File: src/rtl/fetch_seq_pkg.sv
// Shared types and phase indices for the fetch trigger sequencer.
package fetch_seq_pkg;

    typedef enum logic [1:0] {
        IDLE = 2'd0,
        RUN  = 2'd1,
        GAP  = 2'd2,
        HOLD = 2'd3
    } seq_state_t;

    // Default roles of the first five phases; extra phases are appended after PH_OUT_LATCH.
    localparam int PH_LATCH     = 0;
    localparam int PH_UPDATE_PC = 1;
    localparam int PH_FETCH     = 2;
    localparam int PH_DECODE    = 3;
    localparam int PH_OUT_LATCH = 4;

endpackage

File: src/rtl/seq_edge_detect.sv
// Rising-edge detector: rise is high while din is high and was low on the previous edge.
module seq_edge_detect (
    input  logic clock,
    input  logic reset_n,
    input  logic din,
    output logic rise
);

    logic din_reg;

    always_ff @(posedge clock) begin
        if (!reset_n) begin
            din_reg <= 1'b0;
        end else begin
            din_reg <= din;
        end
    end

    assign rise = din & ~din_reg;

endmodule

File: src/rtl/phase_sequencer.sv
// One-hot phase trigger generator with start/stop, hold, single-step,
// programmable inter-phase gap and a completed-cycle counter.
module phase_sequencer
    import fetch_seq_pkg::*;
#(
    parameter int NUM_PHASES = 5,
    parameter int GAP_W      = 4,
    parameter int CNT_W      = 16,
    localparam int PH_W      = $clog2(NUM_PHASES)
) (
    input  logic                  clock,
    input  logic                  reset_n,
    input  logic                  enable,
    input  logic                  hold,
    input  logic                  step_mode,
    input  logic                  step,
    input  logic [GAP_W-1:0]      gap,
    output logic [NUM_PHASES-1:0] trigger,
    output logic [PH_W-1:0]       phase,
    output logic                  busy,
    output logic                  cycle_done,
    output logic [CNT_W-1:0]      cycle_count
);

    localparam logic [PH_W-1:0] LAST_PHASE = PH_W'(NUM_PHASES - 1);

    seq_state_t            state_reg;
    logic [NUM_PHASES-1:0] trigger_reg;
    logic [PH_W-1:0]       phase_reg;
    logic                  busy_reg;
    logic                  cycle_done_reg;
    logic [CNT_W-1:0]      cycle_count_reg;
    logic [GAP_W-1:0]      gap_lat_reg;
    logic [GAP_W-1:0]      gap_cnt_reg;

    logic                  step_rise;
    logic                  step_ok;
    logic                  seq_end;
    logic                  do_start;
    logic                  do_advance;
    logic                  do_gap;
    logic                  do_hold;
    logic                  do_idle;
    logic [PH_W-1:0]       next_phase;
    logic [NUM_PHASES-1:0] next_onehot;

    seq_edge_detect u_step_edge (
        .clock   (clock),
        .reset_n (reset_n),
        .din     (step),
        .rise    (step_rise)
    );

    assign step_ok    = !step_mode || step_rise;
    assign next_phase = phase_reg + 1'b1;

    generate
        for (genvar gi = 0; gi < NUM_PHASES; gi++) begin : g_onehot
            assign next_onehot[gi] = (next_phase == PH_W'(gi));
        end
    endgenerate

    // seq_end marks the edge where the current phase (and its gap) is finished.
    always_comb begin
        seq_end    = ((state_reg == RUN) && (gap_lat_reg == '0)) ||
                     ((state_reg == GAP) && (gap_cnt_reg == '0));
        do_start   = 1'b0;
        do_advance = 1'b0;
        do_gap     = 1'b0;
        do_hold    = 1'b0;
        do_idle    = 1'b0;
        case (state_reg)
            IDLE:    do_start = enable && step_ok;
            RUN:     do_gap   = (gap_lat_reg != '0);
            HOLD: begin
                if (!enable) do_idle  = 1'b1;
                else         do_start = !hold && step_ok;
            end
            default: ;
        endcase
        if (seq_end) begin
            if (phase_reg != LAST_PHASE)  do_advance = 1'b1;
            else if (!enable)             do_idle    = 1'b1;
            else if (hold || step_mode)   do_hold    = 1'b1;
            else                          do_start   = 1'b1;
        end
    end

    always_ff @(posedge clock) begin
        if (!reset_n) begin
            state_reg       <= IDLE;
            trigger_reg     <= '0;
            phase_reg       <= '0;
            busy_reg        <= 1'b0;
            cycle_done_reg  <= 1'b0;
            cycle_count_reg <= '0;
            gap_lat_reg     <= '0;
            gap_cnt_reg     <= '0;
        end else begin
            trigger_reg    <= '0;
            cycle_done_reg <= 1'b0;
            if (do_start) begin
                state_reg   <= RUN;
                trigger_reg <= NUM_PHASES'(1);
                phase_reg   <= PH_W'(PH_LATCH);
                gap_lat_reg <= gap;
                busy_reg    <= 1'b1;
            end else if (do_advance) begin
                state_reg   <= RUN;
                trigger_reg <= next_onehot;
                phase_reg   <= next_phase;
                busy_reg    <= 1'b1;
                if (next_phase == LAST_PHASE) begin
                    cycle_done_reg  <= 1'b1;
                    cycle_count_reg <= cycle_count_reg + 1'b1;
                end
            end else if (do_gap) begin
                state_reg   <= GAP;
                gap_cnt_reg <= gap_lat_reg - 1'b1;
            end else if (do_hold) begin
                state_reg <= HOLD;
                busy_reg  <= 1'b0;
            end else if (do_idle) begin
                state_reg <= IDLE;
                busy_reg  <= 1'b0;
            end else if (state_reg == GAP) begin
                gap_cnt_reg <= gap_cnt_reg - 1'b1;
            end
        end
    end

    assign trigger     = trigger_reg;
    assign phase       = phase_reg;
    assign busy        = busy_reg;
    assign cycle_done  = cycle_done_reg;
    assign cycle_count = cycle_count_reg;

endmodule
File: config.mk
export PLATFORM = sky130hd
export DESIGN_NAME = phase_sequencer
export DESIGN_NICKNAME = d
export VERILOG_FILES = /design/src/rtl/fetch_seq_pkg.sv /design/src/rtl/seq_edge_detect.sv /design/src/rtl/phase_sequencer.sv
export SDC_FILE = /design/constraint.sdc
export NUM_CORES = 1
export LEC_CHECK = 0
export ABC_CLOCK_PERIOD_IN_PS = 1860
export BUFFER_PORTS_ARGS = -buffer_cell sky130_fd_sc_hd__buf_2
export CORE_MARGIN = 3
export CORE_UTILIZATION = 50
export CTS_CLUSTER_DIAMETER = 30
export DETAILED_ROUTE_END_ITERATION = 7
export GPL_TIMING_DRIVEN = 1
export MAX_ROUTING_LAYER = met4
export PLACE_DENSITY = 0.76
export SLEW_MARGIN = 10
export SYNTH_ARGS = -nofsm -noshare
export SYNTH_HDL_FRONTEND = slang
export SYNTH_SLANG_ARGS = --single-unit
File: constraint.sdc
create_clock -name clock -period 1.86 [get_ports clock]
set_input_delay 0.093 -clock clock [delete_from_list [all_inputs] [get_ports clock]]
set_output_delay 0.093 -clock clock [all_outputs]
set_load 0.02 [all_outputs]
==> results.md <==
- Ratio of cells with drive above 1 in the final layout: 0.460
- Vias in the first global route: roughly 1.8k
- RSZ-0062 raised after global routing: yes
- Share of synthesized cell area in and, or, nand and nor gates: 0.248
- Clock-pin slew on the worst setup and hold paths: approximately 0.070 ns
- Portion of the clock cycle consumed by the worst path in the final layout: 1.04
- Area of all placed cells without fillers: about 0.0028 sq mm
- Worst endpoint data arrival time: ~2.2 ns
- Busiest metal layer after global routing: met2
- Routed wire length: roughly 5500 um
- Core footprint: around 0.0038 sq mm
- Fraction of synthesized area in multiplexers: 0.0348
- Clock latency of the later-clocked register in the worst-skew pair: roughly 0.29 ns
- Outcome: finished, violations left
- Remaining number of nets flagged by the antenna check after routing: 0
- Root buffer selected by CTS: sky130_fd_sc_hd__clkbuf_8
- Comb pwr share: 0.489
- Number of hold-slack violations in the final timing report: 0
- Boundary pin count: 36
- FF-to-FF path depth: 7
- Overflow left after global routing: 0
- Height of the die: 69.4 um
- Clock period minus final worst setup slack: between 1.5 and 2 ns
- Post-Syn Nets: roughly 250
- Effective utilization at floorplan: 0.534
- Final #Nets: about 320
- Average via count per standard cell: approximately 5.8
- Number of instances in the synthesized netlist: between 200 and 250
- Syn-to-layout area delta: 41.4%
- Cell area after synthesis: 0.00201 sq mm
- Total routing usage reported by global routing: 0.223
- Met2 demand-to-capacity share in global routing: 0.362
- Cell variety after synth: 48
- Post-layout total power: between 3 and 4 mW
- Clock power share: 0.188
- Synth Warn #: 0
- Total power per unit cell area: about 1100 mW/mm^2
- DRC violations left: 0
- DPL Wire Length: between 3000 and 4000 um
- Antenna violations before repair: 0
- Switching power: around 1.1 mW
- EDFF count, synth: 0
- GR Layer Usage met1: 0.277
- Area of the die: 0.00482 sq mm
- Worst Slack Setup Final: -0.0767 ns
- Number of synthesized register bits: 36
- Async SR Flop Fraction: 0
- Placer congestion estimate: approximately 0.89
- Register-to-register setup slack: -0.08 ns
- Max FFs per register: 16
- Most frequently used flop master after synthesis: sky130_fd_sc_hd__dfxtp_1
- Die X: roughly 69 um
- Pleak: roughly 1.2 nW
- First-pass GRT wire length: approximately 8600 um
- Clock Tree Buf Depth: 2
- Headroom to the max-slew limit: 0.743
- Adder-cell share of the synthesized area: 0.0684
- Critical path destination: cycle_count[7]
- Worst Setup Start Kind: flip-flop
- Compound-Gate Fraction of Synth Area: 0.209
- Count of inserted antenna diode cells: 0
- TritonCTS clock tree: built
- Setup clock skew after layout: around 0.0046 ns
- Synth Area per Inst: between 8 and 9 sq um
- Final setup violating endpoints: 12
- Via total after detailed routing: around 2.0k
- Number of filler instances in the final layout: around 270
- Fraction of power consumed by sequential logic: 0.324
- Net switching fraction of the power: 0.371
- Max-cap violation count: 0
- Per-cell routed wire length: 15.8 um
- DR iter-0 viols: 152
- Sequential-to-total area share from yosys stat: 0.358
- Standard cell area after detailed placement: approximately 0.0025 sq mm
- Number of optimization iterations in the first detailed-route pass: 4
- Share of the synthesized netlist area taken by xor and xnor gates: 0.0218
- Floorplan row count: 22
- Max IR drop VDD: slightly above 800 uV
- Reg-to-reg endpoint: cycle_count[7]
- IO buf count: 35
- Cell Int Power: slightly below 2 mW
- Final Max Slew Viols: 0
- Largest family of logic cells by synthesized area: simple AND/OR/NAND/NOR gates
- Clock net sink count: 36
- Start of the worst register-to-register path: state_reg[0]
- Actual transition at the worst max-transition pin: about 0.39 ns
- Worst Hold Class: in2reg
- Final core utilization: 0.754
- Largest net degree at the start of global routing: 22
- Crit Path Max Fanout: 21
- Start-to-end type of the worst setup path: reg2reg
- WP data required: roughly 2.1 ns
- Critical path startpoint: state_reg[0]
- H-tree depth: 2
- Fmax: 516 MHz
- Met3 Track Usage GR: 0.0580
- Kind of end point of the critical path: flip-flop
- Violated checks: setup timing
- Total CTS buffers: 5
==> worst min-delay path by stage <==
stage | start | to | slack, ns | depth (start not counted)
after CTS | step | u_step_edge.din_reg | 0.04 | 2
after floorplan | step | u_step_edge.din_reg | 0.21 | 1
after global routing | step | u_step_edge.din_reg | 0.05 | 2
after detailed placement | step | u_step_edge.din_reg | 0.33 | 2
final | gap[2] | gap_lat_reg[2] | 0.04 | 3
after global placement | step | u_step_edge.din_reg | 0.31 | 2
==> per-stage QoR <==
stage / instances / hold slack [ns] / TNS, ns / setup WS [ns]
detailed placement: 332 / 0.333 / -1.99 / -0.153
global route: 346 / 0.0454 / -1.59 / -0.134
floorplan: 225 / 0.215 / -0.0178 / -0.0113
finish: 346 / 0.0374 / -0.654 / -0.0767
global placement: 332 / 0.307 / -0.247 / -0.0588
CTS: 343 / 0.0397 / -0.621 / -0.0717
==> synthesized netlist by cell type (2+ instances only) <==
| cell | n | share of area |
|---|---|---|
| sky130_fd_sc_hd__a21oi_1 | 21 | 0.052 |
| sky130_fd_sc_hd__a22oi_1 | 5 | 0.019 |
| sky130_fd_sc_hd__a31oi_1 | 4 | 0.012 |
| sky130_fd_sc_hd__and2_1 | 4 | 0.012 |
| sky130_fd_sc_hd__and4_1 | 4 | 0.017 |
| sky130_fd_sc_hd__buf_6 | 2 | 0.011 |
| sky130_fd_sc_hd__clkbuf_1 | 7 | 0.013 |
| sky130_fd_sc_hd__dfxtp_1 | 36 | 0.36 |
| sky130_fd_sc_hd__ha_1 | 11 | 0.068 |
| sky130_fd_sc_hd__inv_1 | 11 | 0.021 |
| sky130_fd_sc_hd__mux2i_1 | 7 | 0.035 |
| sky130_fd_sc_hd__nand2_1 | 17 | 0.032 |
| sky130_fd_sc_hd__nand2b_1 | 2 | 0.0062 |
| sky130_fd_sc_hd__nand3_1 | 7 | 0.017 |
| sky130_fd_sc_hd__nand4_1 | 2 | 0.0062 |
| sky130_fd_sc_hd__nand4_4 | 2 | 0.021 |
| sky130_fd_sc_hd__nor2_1 | 13 | 0.024 |
| sky130_fd_sc_hd__nor2b_1 | 7 | 0.022 |
| sky130_fd_sc_hd__nor3_1 | 2 | 0.0050 |
| sky130_fd_sc_hd__nor4_1 | 2 | 0.0062 |
| sky130_fd_sc_hd__o21a_1 | 2 | 0.0075 |
| sky130_fd_sc_hd__o21ai_0 | 6 | 0.015 |
| sky130_fd_sc_hd__o31ai_1 | 13 | 0.049 |
| sky130_fd_sc_hd__o41ai_1 | 2 | 0.0087 |
| sky130_fd_sc_hd__or4_1 | 10 | 0.037 |
| sky130_fd_sc_hd__xnor2_1 | 3 | 0.013 |
| sky130_fd_sc_hd__xor2_1 | 2 | 0.0087 |
==> critical path, cell delays in order (launching register included) <==
cell                       delay [ns]
sky130_fd_sc_hd__dfxtp_4         0.37
sky130_fd_sc_hd__ha_2            0.18
sky130_fd_sc_hd__nor2b_1         0.14
sky130_fd_sc_hd__o221ai_2        0.20
sky130_fd_sc_hd__nand4_4         0.15
sky130_fd_sc_hd__buf_12          0.18
sky130_fd_sc_hd__or4_1           0.50
sky130_fd_sc_hd__a21oi_1         0.15
==> layer usage <==
layer,routed length (um),vias up
li1,-,981
met1,2440,960
met5,0,-
met3,223,8
met2,2740,49
met4,60,0
==> power groups by stage <==
stage	Sequential [mW]	Clock, mW	Combinational, mW
after floorplan	1.02	0	0.656
after global placement	0.982	0	1.14
after detailed placement	0.989	0	1.18
after CTS	0.989	0.581	1.32
after global routing	1.01	0.612	1.62
final	0.998	0.578	1.51
==> kinds of logic (layout without fill, tap and decap cells) <==
| kind of cell | after synthesis | after routing |
|---|---|---|
| mux | 7 | 7 |
| xor+xnor | 5 | 5 |
| compound gates | 62 | 62 |
| flops | 36 | 36 |
| fa+ha+maj | 11 | 11 |
| buf+inv | 24 | 97 |
| simple gates | 80 | 80 |
==> layout make-up <==
| cell class | count | area [sq um] | share of cell area |
|---|---|---|---|
| Tap cell | 48 | 60.1 | 0.0211 |
| Timing Repair Buffer | 77 | 522 | 0.183 |
| Inverter | 12 | 45.0 | 0.0158 |
| Multi-Input combinational cell | 165 | 1380 | 0.484 |
| Sequential cell | 36 | 749 | 0.264 |
| Clock buffer | 8 | 90.1 | 0.0317 |
==> layout by cell type (no fill, tap or decap), types with 5 or more instances in the layout <==
cell                       netlist  layout
sky130_fd_sc_hd__buf_4           1      36
sky130_fd_sc_hd__buf_2           1      35
sky130_fd_sc_hd__dfxtp_1        36      27
sky130_fd_sc_hd__a21oi_1        21      17
sky130_fd_sc_hd__nand2_1        17      16
sky130_fd_sc_hd__nor2_1         13      13
sky130_fd_sc_hd__o31ai_1        13      12
sky130_fd_sc_hd__inv_1          11       7
sky130_fd_sc_hd__nand3_1         7       7
sky130_fd_sc_hd__or4_1          10       7
sky130_fd_sc_hd__mux2i_1         7       7
sky130_fd_sc_hd__dfxtp_4         0       7
sky130_fd_sc_hd__nor2b_1         7       6
sky130_fd_sc_hd__clkbuf_8        1       6
sky130_fd_sc_hd__o21ai_0         6       5
sky130_fd_sc_hd__ha_1           11       5
sky130_fd_sc_hd__buf_6           2       5
==> what timing repair did <==
item                                    in CTS  in global routing
buffers inserted                             3                  3
endpoints found under the hold margin        0                  0
pin swaps                                    6                 10
hold buffers                                 0                  0
resized for setup                           19                 27
endpoints found under the setup margin      25                 30
No activity file was read; power rests on OpenSTA's default activity.
